**src/rtl/paddle_ctrl_if.sv**
```systemverilog
// Pixel-stream and paddle-geometry bundle between the video pipeline and the
// paddle controller. The video side (master) supplies the pixel being drawn.
// The paddle controller (slave) publishes geometry, direction, obstacle flags
// and the frame tick.
interface paddle_ctrl_if;
   logic [9:0] drawX;
   logic [9:0] drawY;
   logic       bit_on;
   logic [9:0] paddle_x;
   logic [9:0] paddle_y;
   logic [9:0] paddle_s;
   logic       dir_up;
   logic       top_blocked;
   logic       bottom_blocked;
   logic       frame_tick;

   modport master (
      output drawX, drawY, bit_on,
      input  paddle_x, paddle_y, paddle_s, dir_up,
      input  top_blocked, bottom_blocked, frame_tick
   );

   modport slave (
      input  drawX, drawY, bit_on,
      output paddle_x, paddle_y, paddle_s, dir_up,
      output top_blocked, bottom_blocked, frame_tick
   );
endinterface

```
**src/rtl/paddle_ctrl.sv**
```systemverilog
// Paddle controller. It moves the paddle once per frame in one of four modes:
// auto-bounce, manual keys, ball tracking or hold. Obstacle pixels seen just
// above or below the paddle during a frame act as walls on the next tick.
// Everything runs on vga_clk. frame_clk is only sampled through a synchroniser.
module paddle_ctrl #(
   parameter int X_POS    = 20,
   parameter int HALF_H   = 40,
   parameter int HALF_W   = 4,
   parameter int Y_CENTER = 240,
   parameter int Y_MIN    = 0,
   parameter int Y_MAX    = 479,
   parameter int STEP     = 1,
   parameter int DEADBAND = 4
) (
   input  logic          vga_clk,
   input  logic          Reset,
   input  logic          frame_clk,
   input  logic [1:0]    mode,
   input  logic          key_up,
   input  logic          key_down,
   input  logic [9:0]    ball_y,
   paddle_ctrl_if.slave  vid
);

   localparam logic [10:0] LIM_TOP = 11'(Y_MIN + HALF_H);
   localparam logic [10:0] LIM_BOT = 11'(Y_MAX - HALF_H);
   localparam logic [10:0] STEP_W  = 11'(STEP);
   localparam logic [10:0] DB_W    = 11'(DEADBAND);
   localparam logic [10:0] HH_W    = 11'(HALF_H);
   localparam logic [10:0] XP_W    = 11'(X_POS);
   localparam logic [10:0] HW_W    = 11'(HALF_W);
   localparam logic [10:0] YC_W    = 11'(Y_CENTER);

   typedef enum logic {DOWN = 1'b0, UP = 1'b1} dir_t;

   dir_t        state_q, state_d;
   logic [10:0] y_q, y_d;
   logic        s1, s2, s3;
   logic        primed, armed;
   logic        tick_q;
   logic        acc_top, acc_bot;
   logic        top_blk_q, bot_blk_q;
   logic        want_up, want_dn;

   logic [10:0] draw_x11, draw_y11, ball_y11;
   logic        in_window, hit_top, hit_bot;

   // Rows are compared in 11 bits, with the offset added on the drawY side,
   // so a row above the screen can never match.
   assign draw_x11  = {1'b0, vid.drawX};
   assign draw_y11  = {1'b0, vid.drawY};
   assign ball_y11  = {1'b0, ball_y};
   assign in_window = (draw_x11 + HW_W >= XP_W) && (draw_x11 <= XP_W + HW_W);
   assign hit_top   = vid.bit_on && in_window && (draw_y11 + HH_W + 11'd1 == y_q);
   assign hit_bot   = vid.bit_on && in_window && (draw_y11 == y_q + HH_W + 11'd1);

   // Synchronise frame_clk and emit a one-cycle tick on each rising edge.
   // armed stays low until frame_clk has been seen low after reset, so a
   // strobe held high through reset release does not produce a tick.
   always_ff @(posedge vga_clk or posedge Reset) begin
      if (Reset) begin
         s1     <= 1'b0;
         s2     <= 1'b0;
         s3     <= 1'b0;
         primed <= 1'b0;
         armed  <= 1'b0;
         tick_q <= 1'b0;
      end else begin
         s1     <= frame_clk;
         s2     <= s1;
         s3     <= s2;
         primed <= 1'b1;
         armed  <= armed | (primed & ~s1 & ~s2);
         tick_q <= s2 & ~s3 & armed;
      end
   end

   // Gather obstacle hits over a frame and publish them as blocked flags at
   // the tick. A hit in the tick cycle itself belongs to the new frame.
   always_ff @(posedge vga_clk or posedge Reset) begin
      if (Reset) begin
         acc_top   <= 1'b0;
         acc_bot   <= 1'b0;
         top_blk_q <= 1'b0;
         bot_blk_q <= 1'b0;
      end else if (tick_q) begin
         top_blk_q <= acc_top;
         bot_blk_q <= acc_bot;
         acc_top   <= hit_top;
         acc_bot   <= hit_bot;
      end else begin
         acc_top   <= acc_top | hit_top;
         acc_bot   <= acc_bot | hit_bot;
      end
   end

   // Paddle position and direction register.
   always_ff @(posedge vga_clk or posedge Reset) begin
      if (Reset) begin
         state_q <= DOWN;
         y_q     <= YC_W;
      end else begin
         state_q <= state_d;
         y_q     <= y_d;
      end
   end

   // Per-frame move decision. The frame's accumulated hits act as the walls.
   // Up-moves compare against LIM_TOP+STEP so the subtraction never wraps.
   always_comb begin
      state_d = state_q;
      y_d     = y_q;
      want_up = 1'b0;
      want_dn = 1'b0;
      if (tick_q) begin
         case (mode)
            2'd0: begin
               if (state_q == DOWN) begin
                  if (acc_bot) begin
                     state_d = UP;
                  end else if (y_q + STEP_W >= LIM_BOT) begin
                     y_d     = LIM_BOT;
                     state_d = UP;
                  end else begin
                     y_d = y_q + STEP_W;
                  end
               end else begin
                  if (acc_top) begin
                     state_d = DOWN;
                  end else if (y_q <= LIM_TOP + STEP_W) begin
                     y_d     = LIM_TOP;
                     state_d = DOWN;
                  end else begin
                     y_d = y_q - STEP_W;
                  end
               end
            end
            2'd1: begin
               want_up = key_up & ~key_down;
               want_dn = key_down & ~key_up;
            end
            2'd2: begin
               want_dn = ball_y11 > y_q + DB_W;
               want_up = ball_y11 + DB_W < y_q;
            end
            default: begin
            end
         endcase
         if (want_up) begin
            state_d = UP;
            if (!acc_top) begin
               y_d = (y_q <= LIM_TOP + STEP_W) ? LIM_TOP : y_q - STEP_W;
            end
         end else if (want_dn) begin
            state_d = DOWN;
            if (!acc_bot) begin
               y_d = (y_q + STEP_W >= LIM_BOT) ? LIM_BOT : y_q + STEP_W;
            end
         end
      end
   end

   assign vid.paddle_x       = 10'(X_POS);
   assign vid.paddle_y       = y_q[9:0];
   assign vid.paddle_s       = 10'(HALF_H);
   assign vid.dir_up         = (state_q == UP);
   assign vid.top_blocked    = top_blk_q;
   assign vid.bottom_blocked = bot_blk_q;
   assign vid.frame_tick     = tick_q;

endmodule

```
**src/flat_wrapper.sv**
```systemverilog
// flat-port wrapper written by rule: the top's interface ports become plain ports
module paddle_ctrl_flat 
#(
   parameter int X_POS    = 20,
   parameter int HALF_H   = 40,
   parameter int HALF_W   = 4,
   parameter int Y_CENTER = 240,
   parameter int Y_MIN    = 0,
   parameter int Y_MAX    = 479,
   parameter int STEP     = 1,
   parameter int DEADBAND = 4
)
  (vga_clk, Reset, frame_clk, mode, key_up, key_down, ball_y, vid_drawX, vid_drawY, vid_bit_on, vid_paddle_x, vid_paddle_y, vid_paddle_s, vid_dir_up, vid_top_blocked, vid_bottom_blocked, vid_frame_tick);
  paddle_ctrl_if vid_i ();
  input  logic vga_clk;
  input  logic Reset;
  input  logic frame_clk;
  input  logic [1:0] mode;
  input  logic key_up;
  input  logic key_down;
  input  logic [9:0] ball_y;
  input wire logic [$bits(vid_i.drawX)-1:0] vid_drawX;
  input wire logic [$bits(vid_i.drawY)-1:0] vid_drawY;
  input wire logic [$bits(vid_i.bit_on)-1:0] vid_bit_on;
  output wire logic [$bits(vid_i.paddle_x)-1:0] vid_paddle_x;
  output wire logic [$bits(vid_i.paddle_y)-1:0] vid_paddle_y;
  output wire logic [$bits(vid_i.paddle_s)-1:0] vid_paddle_s;
  output wire logic [$bits(vid_i.dir_up)-1:0] vid_dir_up;
  output wire logic [$bits(vid_i.top_blocked)-1:0] vid_top_blocked;
  output wire logic [$bits(vid_i.bottom_blocked)-1:0] vid_bottom_blocked;
  output wire logic [$bits(vid_i.frame_tick)-1:0] vid_frame_tick;
  assign vid_i.drawX = vid_drawX;
  assign vid_i.drawY = vid_drawY;
  assign vid_i.bit_on = vid_bit_on;
  assign vid_paddle_x = vid_i.paddle_x;
  assign vid_paddle_y = vid_i.paddle_y;
  assign vid_paddle_s = vid_i.paddle_s;
  assign vid_dir_up = vid_i.dir_up;
  assign vid_top_blocked = vid_i.top_blocked;
  assign vid_bottom_blocked = vid_i.bottom_blocked;
  assign vid_frame_tick = vid_i.frame_tick;
  paddle_ctrl #(.X_POS(X_POS), .HALF_H(HALF_H), .HALF_W(HALF_W), .Y_CENTER(Y_CENTER), .Y_MIN(Y_MIN), .Y_MAX(Y_MAX), .STEP(STEP), .DEADBAND(DEADBAND)) u_core (.vga_clk(vga_clk), .Reset(Reset), .frame_clk(frame_clk), .mode(mode), .key_up(key_up), .key_down(key_down), .ball_y(ball_y), .vid(vid_i));
endmodule
```
**config.mk**
```make
export PLATFORM = sky130hd
export DESIGN_NAME = paddle_ctrl_flat
export DESIGN_NICKNAME = d
export VERILOG_FILES = /design/src/rtl/paddle_ctrl_if.sv /design/src/rtl/paddle_ctrl.sv /design/src/flat_wrapper.sv
export SDC_FILE = /design/constraint.sdc
export NUM_CORES = 1
export LEC_CHECK = 0
export ABC_AREA = 1
export CAP_MARGIN = 30
export CORE_ASPECT_RATIO = 0.8
export CORE_MARGIN = 1.5
export CORE_UTILIZATION = 40
export DETAILED_ROUTE_END_ITERATION = 7
export DONT_BUFFER_PORTS = 1
export SYNTH_ARGS = -nofsm -noshare
export SYNTH_HDL_FRONTEND = slang
export SYNTH_SLANG_ARGS = --single-unit
```
**constraint.sdc**
```tcl
create_clock -name vga_clk -period 2.6 [get_ports vga_clk]
set_input_delay 0.26 -clock vga_clk [delete_from_list [all_inputs] [get_ports vga_clk]]
set_output_delay 0.26 -clock vga_clk [all_outputs]
set_load 0.01 [all_outputs]
```
==> results.json, run 1 <==
{
  "finalCritPeriodShare_pct": 102,
  "first_iter_violations": 329,
  "cts.clk_slew.worst_paths_ps": 70,
  "syn-instance-count": 641,
  "clockRootBuffer": "clkbuf_16",
  "grt_max_degree": 23,
  "hold_ws_ps": 18.6,
  "p_leak_nw": 2.40,
  "use_met3_pct": 5.30,
  "rows": 31,
  "largest_reg_flops": 11,
  "wirelength_mm": 12.0,
  "hold_class": "in2reg",
  "slew_viol_final": 0,
  "cts.sinks": 22,
  "synthesis.area_mm2": 0.00384,
  "postSynthAreaPerCell_um2": 5.99,
  "clk_latency_ps": 260,
  "grt_use_met2_pct": 37.8,
  "ys_warn_count": 0,
  "setup_ws_ps": -61.7,
  "hold_start": "frame_clk",
  "die_area_mm2": 0.0102,
  "ys_ff_latch": 22,
  "cp_data_required_time_ps": 2810,
  "grtUsageTotal_pct": 24.2,
  "finalPower_mw": 3.58,
  "start_util_pct": 41.7,
  "critPathTopFamily": "simple AND/OR/NAND/NOR gates",
  "gp_congestion": 0.933,
  "postRouteAntennaNets": 0,
  "crit_buf_inv": 3,
  "r2r_start": "u_core.y_q[4]",
  "cts_buffers": 3,
  "hold_viol": 0,
  "diodes": 0,
  "rsz0062_at_grt": "true",
  "io_buffers": 0,
  "layout-drive-gt1-share_pct": 14.9,
  "die_w_um": 113,
  "cts_tree": "yes",
  "cap_violations": 0,
  "core_mm2": 0.00919,
  "top_usage_layer": "met2",
  "ys.flop_type": "dfrtp_1",
  "cpMaxStageDelayCell": "dfstp_2",
  "period_needed_ps": 2660,
  "hpwl_mm": 9.42,
  "grt_pass1_vias": 3866,
  "max_slew.worst_pin.slew_ps": 602,
  "worstPathMaxFanout": 5,
  "finalSetupViolCount": 10,
  "critPathArrivalTime_ps": 2870,
  "status": "finished with violations",
  "pin_count": 72,
  "ys_types": 40,
  "cts_htree_levels": 1,
  "synth_seq_area_share_pct": 14.5,
  "power_density_mw_per_mm2": 815,
  "clockBufferDepth": 2,
  "vdd_drop_max_uv": 375,
  "startpoint_type": "register",
  "cp_common_cell": "nand2_1",
  "layout_common_cells": "216 x nand2_1, 58 x inv_1, 56 x nor2_1",
  "synth-edff-count": 0,
  "viasPerCell": 5.19,
  "fp.dieH_um": 90.6,
  "ys_async_sr_fraction_pct": 100,
  "antenna_found_initial": 0,
  "first_pass_iters": 7,
  "skew_ps": 0.960,
  "cpPeakStageDelay_ps": 570,
  "wl_per_cell_um": 15.2,
  "grt_util_met1_pct": 35.0,
  "grt_pass1_wl_mm": 19.7,
  "crit_path_end_kind": "register",
  "syn_to_final_growth_pct": 14.4,
  "vias": 4091,
  "nNetsFinal": 748,
  "relSlewSlack_pct": 59.6,
  "overflow": 0,
  "layout_commonest_cell": "nand2_1",
  "critPathLaunch": "u_core.y_q[4]",
  "critical_path.cell_chain": "nand2_2, buf_4, nor2_2, xor2_1, ha_1, nand2_1, inv_1, a21oi_1, nand2_1, nand2_1, nand2_1, nand2_1, nand2_1, nand2_1, nand2_2, nand3_4, buf_2, nand2_1, o211ai_1, nand2_1, nand2_1",
  "top_register": "u_core.y_q",
  "clock.fmax_mhz": 376,
  "crit_type": "reg2reg",
  "violations": "design-rule violations, negative setup slack",
  "drc_errors": 6
}
cells by family after synthesis:
family / Yosys count / share of synthesized area (%)
AO/OA/AOI/OAI: 79 / 11.5
buffers and inverters: 118 / 15.5
XOR/XNOR: 43 / 9.81
flip-flops: 22 / 14.5
AND/OR/NAND/NOR: 341 / 36.8
adder cells (fa/ha/maj): 36 / 11.7
other: 2 / 0.196
path summary, 6_finish.rpt:
| kind | end | slack [ps] | cells past startpoint |
|---|---|---|---|
| hold reg to reg | u_core.s2 | 390 | 0 |
| setup reg to reg | u_core.y_q[7] | -60 | 21 |
| min in group asynchronous | u_core.y_q[1] | 400 | 2 |
| hold / removal | u_core.s1 | 20 | 0 |
| setup / recovery | u_core.y_q[7] | -60 | 21 |
| max in group asynchronous | u_core.y_q[7] | 1700 | 3 |
cell usage after synthesis, drive strengths merged, types with 2 or more instances:
library cell,n,share of area (%)
nand2,226,23
inv,63,6.2
nor2,60,6.3
buf,43,8.2
a21oi,40,5.2
ha,36,12
xor2,36,8.2
nand3,32,4.2
o21ai,23,3.1
dfrtp,18,12
nand4,12,2.0
clkbuf,8,0.78
xnor2,7,1.6
clkinv,4,0.39
dfstp,4,2.7
o211ai,4,0.78
or2,4,0.65
nor4,3,0.49
o31ai,3,0.59
conb,2,0.20
nand3b,2,0.39
nor3,2,0.26
o21a,2,0.39
final cells by class:
type / count / area (um2)
Tap cell: 115 / 144
Clock buffer: 3 / 75.1
Sequential cell: 22 / 556
Clock inverter: 1 / 30.0
Inverter: 67 / 251
Timing Repair Buffer: 60 / 494
Multi-Input combinational cell: 520 / 2840
Fill cell: 1002 / 4800
metrics by stage:
stage               util, %  TNS [ps]  instances  instance area [um2]  setup WS, ps
floorplan                 -         0        660                 3910          59.8
global placement       44.6      -143        774                 4100         -31.6
detailed placement     44.6      -984        774                 4100          -123
CTS                    46.3         0        782                 4260          2.26
global route           47.8     -2340        788                 4390          -229
finish                 47.8      -287        788                 4390         -61.7
worst register-to-register path: stages (launching register included):
cell	delay (ps)
dfstp_2	570
nand2_2	90
buf_4	160
nor2_2	90
xor2_1	160
ha_1	260
nand2_1	80
inv_1	50
a21oi_1	140
nand2_1	70
nand2_1	50
nand2_1	40
nand2_1	50
nand2_1	40
nand2_1	80
nand2_2	90
nand3_4	90
buf_2	200
nand2_1	80
o211ai_1	90
nand2_1	70
nand2_1	60
power breakdown:
group	internal [mW]	switching, mW
clock network	0.307	0.147
logic	1.02	1.57
registers	0.428	0.104
routing by layer:
layer	up-vias	part of all wire [%]
met1	1885	48
li1	2038	-
met2	155	43
met4	0	0.83
met5	-	0
met3	13	8.7
timing repair:
action / 4_1_cts / 5_1_grt
hold buffers: 0 / 1
hold endpoints to repair: 0 / 3
resized for setup: 9 / 17
setup buffers: 3 / 4
cloned: 1 / 0
pin swaps: 2 / 12
endpoints found under the setup margin: 12 / 12
No activity file was read; power rests on OpenSTA's default activity.
==> run 2: changes to the inputs <==
--- a/config.mk
+++ b/config.mk
@@ -9,7 +9,7 @@
 export CAP_MARGIN = 30
 export CORE_ASPECT_RATIO = 0.8
 export CORE_MARGIN = 1.5
-export CORE_UTILIZATION = 40
+export CORE_UTILIZATION = 45
 export DETAILED_ROUTE_END_ITERATION = 7
 export DONT_BUFFER_PORTS = 1
 export SYNTH_ARGS = -nofsm -noshare
==> results.json, run 2 (same netlist as run 1, synthesis figures left out) <==
{
  "status": "finished with violations",
  "violations": "negative setup slack",
  "final_area_mm2": 0.00448,
  "finalCritPeriodShare_pct": 102,
  "vias": 4077,
  "startpoint_type": "register",
  "start_util_pct": 47.4,
  "cpMaxStageDelayCell": "dfstp_2",
  "cts_tree": "yes",
  "critPathArrivalTime_ps": 2820,
  "largest_reg_flops": 11,
  "hold_ws_ps": 203,
  "top_register": "u_core.y_q",
  "die_w_um": 106,
  "wirelength_mm": 12.0,
  "layout_common_cells": "208 x nand2_1, 58 x inv_1, 56 x nor2_1",
  "critical_path.cell_chain": "nand2_4, nor3_4, nand2_1, xor2_1, ha_1, nand3_2, o31ai_2, nor2_1, nand2_1, nand2_2, nand3_2, buf_6, o21ai_1, inv_1, nand2_1, nand2_1, nand2_1",
  "tns_ps": -151,
  "fillers": 832,
  "crit_buf_inv": 2,
  "drc_errors": 0,
  "rsz0062_at_grt": "true",
  "clk_latency_ps": 270,
  "gp_congestion": 0.947,
  "io_buffers": 0,
  "syn_to_final_growth_pct": 16.7,
  "r2r_start": "u_core.y_q[4]",
  "cap_violations": 0,
  "cts.clk_slew.worst_paths_ps": 90,
  "grt_max_degree": 23,
  "first_iter_violations": 341,
  "finalSetupViolCount": 4,
  "cts.sinks": 22,
  "cp_data_required_time_ps": 2770,
  "overflow": 0,
  "reg2reg_setup_slack_ps": -40,
  "crit_path_end_kind": "register",
  "clock.fmax_mhz": 378,
  "relSlewSlack_pct": 57.5,
  "setup_ws_ps": -44.5,
  "crit_type": "reg2reg",
  "hold_viol": 0,
  "multi_input_area_mm2": 0.00292,
  "pre_cts_ws_ps": -180,
  "regArea_um2": 556,
  "layout-drive-gt1-share_pct": 17.5,
  "first_pass_iters": 5,
  "grtUsageTotal_pct": 27.1,
  "nNetsFinal": 750,
  "p_leak_nw": 2.45,
  "worst_r2r_path_depth": 17,
  "cpPeakStageDelay_ps": 610,
  "hold_class": "in2reg",
  "cts_htree_levels": 1,
  "grt_pass1_vias": 3885,
  "critPathTopFamily": "simple AND/OR/NAND/NOR gates",
  "min_to": "u_core.acc_bot",
  "hpwl_mm": 9.24,
  "rows": 29,
  "period_needed_ps": 2640,
  "antenna_found_initial": 0,
  "diodes": 0,
  "skew_ps": 2.87,
  "reg2reg_to": "u_core.y_q[2]",
  "pin_count": 72,
  "power_density_mw_per_mm2": 790,
  "cp_common_cell": "nand2_1",
  "wl_per_cell_um": 15.3,
  "slew_viol_final": 0,
  "fp.dieH_um": 85.6,
  "dpl-instance-area_mm2": 0.00406,
  "clockBufferDepth": 2,
  "viasPerCell": 5.21,
  "max_slew.worst_pin.slew_ps": 633,
  "core_mm2": 0.00809,
  "cts_buffers": 3,
  "die_area_mm2": 0.00909,
  "vdd_drop_max_uv": 595,
  "worstPathMaxFanout": 8,
  "postRouteAntennaNets": 0,
  "layout_commonest_cell": "nand2_1",
  "hold_start": "vid_drawY[9]",
  "clockRootBuffer": "clkbuf_8",
  "grt_pass1_wl_mm": 19.6,
  "min_path_cells": 2
}
==> run 2: cell count changes in the layout (fill, tap and decap cells not counted), sizes merged <==
cell | previous run | this run
clkbuf | 3 | 4
dlygate4sd3 | 1 | 2
==> run 2: how the worst max path moves through the flow <==
stage / startpoint / cells past startpoint / slack (ps) / to
after detailed placement: u_core.y_q[4] / 17 / -180 / u_core.vid.dir_up
after global routing: u_core.y_q[2] / 23 / -190 / u_core.y_q[0]
after CTS: u_core.y_q[5] / 19 / 0.5 / u_core.y_q[0]
after floorplan: u_core.y_q[6] / 17 / 60 / u_core.y_q[9]
after global placement: u_core.y_q[4] / 15 / -60 / u_core.vid.dir_up
final: u_core.y_q[4] / 17 / -40 / u_core.y_q[2]
==> run 2: per-stage QoR <==
stage | power [mW] | utilization, % | cells
after CTS | 3.32 | 52.2 | 773
after detailed placement | 2.90 | 50.2 | 763
after global routing | 3.89 | 55.3 | 783
final | 3.54 | 55.3 | 783
after global placement | 2.87 | 50.2 | 763
after floorplan | 2.29 | - | 660
==> run 2: layer usage <==
| metal | share of wire (%) | vias to the layer above | track usage [%] | routed length [um] |
|---|---|---|---|---|
| met2 | 43 | 153 | 43.5 | 5160 |
| met4 | 1.8 | 0 | 5.04 | 211 |
| met3 | 6.6 | 20 | 2.66 | 791 |
| met1 | 49 | 1857 | 39.7 | 5820 |
| li1 | - | 2047 | - | - |
| met5 | 0 | - | 0 | 0 |
==> run 2: worst reg2reg max path: stages (launching register included) <==
cell and delay [ps]:
dfstp_2 610, nand2_4 90, nor3_4 170, nand2_1 80, xor2_1 140, ha_1 330, nand3_2 80, o31ai_2 280
nor2_1 80, nand2_1 80, nand2_2 100, nand3_2 100, buf_6 160, o21ai_1 70, inv_1 50, nand2_1 40
nand2_1 50, nand2_1 40
==> run 2: report_power, final <==
part           internal (mW)  switching [mW]  leakage, nW
Clock                  0.206           0.131       0.0357
Sequential             0.428           0.117        0.269
Combinational           1.05            1.61         2.15
==> run 2: area by class of cell <==
class / count / area share (%)
Clock buffer: 3 / 0.922
Clock inverter: 1 / 0.671
Inverter: 67 / 5.62
Multi-Input combinational cell: 520 / 65.1
Sequential cell: 22 / 12.4
Tap cell: 108 / 3.02
Timing Repair Buffer: 62 / 12.2
==> run 2: timing repair <==
| action | in CTS | in global routing |
|---|---|---|
| setup endpoints to repair | 12 | 12 |
| setup buffers | 5 | 7 |
| pin swaps | 9 | 22 |
| gates cloned | 0 | 1 |
| hold buffers | 1 | 1 |
| gates resized for setup | 16 | 37 |
| endpoints found under the hold margin | 1 | 18 |
==> run 3: changes to the inputs <==
--- a/config.mk
+++ b/config.mk
@@ -12,6 +12,7 @@
 export CORE_UTILIZATION = 45
 export DETAILED_ROUTE_END_ITERATION = 7
 export DONT_BUFFER_PORTS = 1
+export HOLD_SLACK_MARGIN = 0.08
 export SYNTH_ARGS = -nofsm -noshare
 export SYNTH_HDL_FRONTEND = slang
 export SYNTH_SLANG_ARGS = --single-unit
==> results of run 3 <==
Final layout, timing and power as in run 2 (identical DEF).
